$ cat config.mk
export PLATFORM = sky130hd
export DESIGN_NAME = fetch_sequencer
export DESIGN_NICKNAME = d
export VERILOG_FILES = /design/src/rtl/fetch_sequencer.sv
export SDC_FILE = /design/constraint.sdc
export NUM_CORES = 1
export LEC_CHECK = 0
export CORE_MARGIN = 2
export CORE_UTILIZATION = 47
export DETAILED_ROUTE_END_ITERATION = 12
export GPL_TIMING_DRIVEN = 0
export PLACE_DENSITY = 0.82
export SLEW_MARGIN = 15
export SYNTH_ARGS = -nofsm -noshare
export SYNTH_HDL_FRONTEND = slang
export SYNTH_SLANG_ARGS = --single-unit
export TNS_END_PERCENT = 30
$ cat constraint.sdc
create_clock -name i_clock -period 2.8 [get_ports i_clock]
set_clock_uncertainty 0.2 [all_clocks]
set_input_delay 0.56 -clock i_clock [delete_from_list [all_inputs] [get_ports i_clock]]
set_output_delay 0.56 -clock i_clock [all_outputs]
set_load 0.03 [all_outputs]
$ cat src/rtl/fetch_sequencer.sv
// fetch_sequencer: one-hot bus/load strobe sequencer for fetch steps T0..T2, T1 stretched by mem_ready.
// Define FETCH_TIMEOUT_EN to bound the read wait at WAIT_MAX cycles, after which it enters a sticky FAULT.
module fetch_sequencer #(
   parameter int WAIT_MAX = 15
) (
   input  logic        i_clock,
   input  logic        i_reset,
   input  logic        i_run,
   input  logic        i_mem_ready,
   input  logic        i_exec_done,
   output logic        o_pc_out,
   output logic        o_zlow_out,
   output logic        o_mdr_out,
   output logic        o_mar_in,
   output logic        o_inc_pc,
   output logic        o_z_in,
   output logic        o_pc_in,
   output logic        o_read,
   output logic        o_mdr_in,
   output logic        o_ir_in,
   output logic        o_executing,
   output logic        o_mem_fault,
   output logic [31:0] o_fetch_count
);
   typedef enum logic [2:0] {S_IDLE, S_T0, S_T1, S_T1W, S_T2, S_EXEC, S_FAULT} state_t;
   state_t      r_state, w_next;
   logic [31:0] r_fetch_count;
   logic        w_timeout;

   if (WAIT_MAX < 1 || WAIT_MAX > 255) begin : g_bad_wait_max
      $error("WAIT_MAX must be within 1..255");
   end

`ifdef FETCH_TIMEOUT_EN
   logic [7:0] r_wait;
   // Counter holds the number of not-ready T1W cycles already spent.
   always_ff @(posedge i_clock) begin
      if (i_reset || r_state == S_T1) r_wait <= '0;
      else if (r_state == S_T1W && !i_mem_ready) r_wait <= r_wait + 8'd1;
   end
   assign w_timeout   = !i_mem_ready && r_wait == 8'(WAIT_MAX - 1);
   assign o_mem_fault = r_state == S_FAULT;
`else
   assign w_timeout   = 1'b0;
   assign o_mem_fault = 1'b0;
`endif

   always_ff @(posedge i_clock) begin
      if (i_reset) begin
         r_state       <= S_IDLE;
         r_fetch_count <= '0;
      end else begin
         r_state <= w_next;
         if (r_state == S_T2) r_fetch_count <= r_fetch_count + 32'd1;
      end
   end

   always_comb begin
      w_next = r_state;
      case (r_state)
         S_IDLE:  w_next = i_run ? S_T0 : S_IDLE;
         S_T0:    w_next = S_T1;
         S_T1:    w_next = S_T1W;
         S_T1W:   w_next = i_mem_ready ? S_T2 : (w_timeout ? S_FAULT : S_T1W);
         S_T2:    w_next = S_EXEC;
         S_EXEC:  w_next = !i_exec_done ? S_EXEC : (i_run ? S_T0 : S_IDLE);
         default: w_next = r_state;
      endcase
   end

   // Bus enables decode from distinct states, so at most one can ever be high.
   assign o_pc_out      = r_state == S_T0;
   assign o_zlow_out    = r_state == S_T1;
   assign o_mdr_out     = r_state == S_T2;
   assign o_mar_in      = r_state == S_T0;
   assign o_inc_pc      = r_state == S_T0;
   assign o_z_in        = r_state == S_T0;
   assign o_pc_in       = r_state == S_T1;
   assign o_read        = r_state == S_T1 || r_state == S_T1W;
   assign o_mdr_in      = r_state == S_T1W && i_mem_ready;
   assign o_ir_in       = r_state == S_T2;
   assign o_executing   = r_state == S_EXEC;
   assign o_fetch_count = r_fetch_count;
endmodule

======== Word-level counts from Yosys, hierarchy flattened ========
Index checks and enable logic that the tools add are counted.
operators by class
  add/subtract/negate cells ............... 1
  eq/ne operators ......................... 5
  muxes and demuxes ....................... 4
  reduce and logical (&&, ||, !) cells .... 4
operators by type and width
  operator               count
  $add 32x1->32 const B  1
  $pmux 3 s6             1
  $eq 3x2->1 const B     2
  $eq 3x3->1 const B     2
  $mux 3                 2
  $reduce_bool 6->1      1
  $eq 3x1->1 const B     1
  $logic_not 3->1        1
  $logic_and 1x1->1      1
  $logic_or 1x1->1       1
  $mux 1                 1
storage, ports and cells
  register bits ........................... 35
  bits of input ports ..................... 5
  output and inout bits ................... 44
  logic and storage cells ................. 16

======== Depth between registers and ports, before layout ========
  depth after elaboration ................. 3
  depth in mapped cells ................... 7
  gate-level depth less buffers ........... 5

======== Worst setup path after synthesis ========
No wires, ideal clock.
  path type ............................... register to register
  start point ............................. register r_fetch_count[0] (netlist: o_fetch_count[0])
  end point ............................... register r_fetch_count[18] (netlist: o_fetch_count[18])
  library setup time ...................... 0.070 ns
  data arrival time ....................... 2.253 ns
  required time ........................... 2.530 ns
  setup slack ............................. 0.277 ns
  cell stages (with the launch flop) ...... 7
  buffers on the path ..................... 1
  period minus slack after synthesis ...... 2.523 ns
  cells stage by stage .................... dfxtp_1 -> ha_1 -> nand2_1 -> or4_1 -> clkbuf_1 -> or4_1 -> a21oi_1
on the way
  cells in the longest elaborated chain, start to end .. 1
RTL lines
  item                    line  source
  start, declared         27    logic [31:0] r_fetch_count;
  start signal, assigned  54    if (r_state == S_T2) r_fetch_count <= r_fetch_count + 32'd1;
  $add 32x1->32           54
Every way passes these cells.
A chain may end at the register's enable or synchronous reset.

======== Worst setup path after layout ========
  start point ............................. input i_mem_ready
  end point ............................... output o_mdr_in
on the way
  cells in the longest elaborated chain, start to end .. 1
RTL lines
  item               line  source
  start, declared    9     input logic i_mem_ready,
  $logic_and 1x1->1  80    assign o_mdr_in = r_state == S_T1W && i_mem_ready;
  end, declared      19    output logic o_mdr_in,
Every way passes these cells.

==> metrics.md <==
| Metric | Value |
|---|---|
| I/O Pins | 49 |
| CP startpoint | i_mem_ready |
| Clock slew at reported path FFs | around 0.070 ns |
| Reg2reg path depth | 6 |
| Most used DFF post-synth | dfxtp_1 |
| Vias in the first global route | between 1k and 1.5k |
| Max stage delay cell, worst path | clkdlybuf4s50_1 |
| Skew-Pair Late Insertion Delay | 0.29 ns |
| Routed wire length per instance | between 10 and 15 µm |
| Vias | 1,702 |
| Max incr delay on CP | 0.67 ns |
| Post-synth ARST share | 0% |
| Worst-path fanout max | 3 |
| Hold_sp | o_fetch_count[31] |
| CP Buf/Inv Count | 2 |
| Synth Cell Area | 0.00173 mm² |
| Vias/cell | 5.47 |
| DP Worst Slack | 0.111 ns |
| Final instance area | about 0.0023 mm² |
| Highest Signal Layer | met4 |
| Hold Crit Class | reg -> reg |
| Num CTS Buffers | 5 |
| HPWL Detailed | between 2000 and 3000 µm |
| Final Non-Filler Cells | approximately 310 |
| FF-to-FF Start | o_fetch_count[0] |
| Post-CTS setup buffers | 0 |
| Total GRT Usage | approximately 20% |
| Cells after DPL | slightly above 300 |
| Routed Antenna Nets | 0 |
| Nets | 268 |
| Max-slew violation count | 0 |
| Minimum clock period | about 2.7 ns |
| #FFs+latches synth | 35 |
| Post-place instance area | between 0.002 and 0.0025 mm² |
| Pin count of the biggest net entering global routing | 11 |
| Max-cap violations | 0 |
| Arrival time worst endpoint | around 1.9 ns |
| Post-synth EDFFs | 0 |
| GP Congestion | between 0.8 and 0.9 |
| Drt total wl | between 4000 and 5000 µm |
| Synth-to-Final Area Change | 36.0% |
| Final setup TNS | 0 ns |
| H-tree levels | 2 |
| Top delay family on crit path | buffers and inverters |
| Aggregate global routing overflow | 0 |
| Port bufs | 46 |
| Crit path top cell by count | clkdlybuf4s50_1 |
| CTS max path bufs | 2 |
| Mapped Cells | about 210 |
| R2R setup slack | between 0.2 and 0.25 ns |
| PnR worst setup slack | around 0.11 ns |
| Clk sinks | 35 |
| Clock root buffer | clkbuf_8 |
| Met2 Routed Length | between 1500 and 2000 µm |
| First-pass DRT Iterations | 4 |
| Die area | ~0.0042 mm² |
| WP data required | around 2.0 ns |
| Core Area | between 0.003 and 0.004 mm² |
| RSZ-0062 raised after global routing | false |
| Initial antenna violation count | 0 |
| Layout cells sized above 1 | 6.84% |
| Final worst path period share | a little over nine tenths |
| Sequential share of the synthesized area | between 40% and 50% |
| Fin. Hold Viols | 0 |
| Antenna cells | 0 |
| CTS tree | built |
| Ys Warns | 0 |
| Worst setup path end | o_mdr_in |
| FMAX | between 0.3 and 0.4 GHz |
| Detailed Route Iter0 Violations | roughly 130 |
| Startpoint Class | input port |
| Reg-to-Reg End | o_fetch_count[18] |
| First-pass GRT wire length | 6710 µm |
| Row cnt | 22 |
| WL met3 | 163 µm |
| Crit path kind | in -> out |
| Hold buffers post-CTS | 0 |
| Worst ir drop on vdd | roughly 0.29 mV |
| CP Capture Type | output port |
| Outcome | completed |
| DRC viols | 0 |
| Synthesized net count | between 200 and 250 |
| PD cells | approximately 430 mW/mm² |
| Syn Area/Cell | approximately 8.3 µm² |
| Final setup fails | 0 |
| Critical path depth | 3 |
| Initial Util | a little under half |
| Die Wd | 64.6 µm |
| Leakage Power | 0.740 nW |
| Die Span Y | 64.6 µm |
| Met1 wire length | about 2000 µm |
| Distinct cells, synth | 28 |
| Critical-path cell list | clkdlybuf4s50_1 -> and3_1 -> clkdlybuf4s50_1 |
[logic make-up (layout without fill, tap and decap cells)]
kind of cell	after synthesis	in the layout	share of synthesized area (%)
adder cells (fa/ha/maj)	1	1	0.725
AND/OR/NAND/NOR	89	89	29.4
other	1	1	0.217
AO/OA/AOI/OAI	48	48	15.8
XOR/XNOR	10	10	5.08
flip-flops	35	35	40.6
buffers and inverters	24	78	7.61
multiplexers	1	1	0.580
[where the power goes]
part	total [mW]	internal, mW	switching [mW]
registers	0.505	0.501	0.00328
clock network	0.403	0.224	0.178
logic	0.0986	0.0427	0.0559
total	1.01	0.769	0.237
[metrics by stage]
| stage | hold slack [ns] | power, mW | utilization [%] |
|---|---|---|---|
| 2_1_floorplan | 0.312 | 0.580 | - |
| 3_3_place_gp | 0.270 | 0.614 | 62.3 |
| 3_5_place_dp | 0.274 | 0.615 | 62.3 |
| 4_1_cts | 0.284 | 1.01 | 65.0 |
| 5_1_grt | 0.329 | 1.04 | 65.1 |
| 6_report | 0.286 | 1.01 | 65.1 |
[worst min-delay path, cell delays in order (launching register included)]
cell and delay [ns]:
dfxtp_1 0.33, o31ai_1 0.06, a21oi_1 0.05
[worst min path at each step]
stage / to / cells past startpoint
3_5_place_dp: o_fetch_count[31] / 2
3_3_place_gp: o_fetch_count[31] / 2
6_report: o_fetch_count[31] / 2
5_1_grt: o_fetch_count[31] / 2
2_1_floorplan: r_state[1] / 2
4_1_cts: o_fetch_count[31] / 2
[routing by layer]
| metal | GRT usage (%) | up-vias |
|---|---|---|
| li1 | - | 872 |
| met1 | 24.8 | 784 |
| met2 | 34.5 | 39 |
| met3 | 4.17 | 7 |
| met4 | 7.98 | 0 |
| met5 | 0 | - |
[layout make-up]
type                       instances  area (µm²)
buffer                            18         109
clock buffer                       8         100
fill                             305        1260
inverter                           6        22.5
multi-input combinational        150         893
sequential                        35         701
tap                               48        60.1
timing repair buffer              46         462
[synthesized netlist by cell type (2+ instances only)]
| master | n | share of area (%) |
|---|---|---|
| clkbuf_1 | 9 | 2.0 |
| a21oi_1 | 24 | 7.0 |
| nand4_1 | 11 | 4.0 |
| and3_1 | 4 | 1.5 |
| inv_1 | 6 | 1.3 |
| or4_1 | 16 | 7.0 |
| buf_6 | 2 | 1.3 |
| nor4_1 | 3 | 1.1 |
| o31ai_1 | 12 | 5.2 |
| or3_1 | 10 | 3.6 |
| dfxtp_1 | 35 | 41 |
| xnor2_1 | 9 | 4.6 |
| buf_4 | 7 | 3.0 |
| nor2_1 | 14 | 3.0 |
| nor3_1 | 7 | 2.0 |
| nand3_1 | 5 | 1.5 |
| nand2_1 | 14 | 3.0 |
| o21ai_0 | 11 | 3.2 |
[placed cells by master, fill, tap and decap left out, types with 2 or more instances in the layout]
cell             synthesis  routed
and3_1                   4       4
buf_6                    2       2
nor3_1                   7       7
nor2_1                  14      14
a21oi_1                 24      24
nand2_1                 14      14
nor4_1                   3       3
or3_1                   10      10
clkdlybuf4s50_1          0      44
clkbuf_1                 9      10
nand3_1                  5       5
o31ai_1                 12      12
inv_1                    6       6
xnor2_1                  9       9
clkbuf_8                 0       7
dfxtp_1                 35      35
buf_4                    7       7
or4_1                   16      16
nand4_1                 11      11
o21ai_0                 11      11
[state kept, by name, summed over array words and instances (netlist names)]
signal and count:
r_state 3, o_fetch_count 32
[what timing repair did]
item                       in CTS  in global routing
gates resized for setup         1                  1
cloned                          0                  0
setup endpoints to repair       1                  1
No activity file was read; power rests on OpenSTA's default activity.
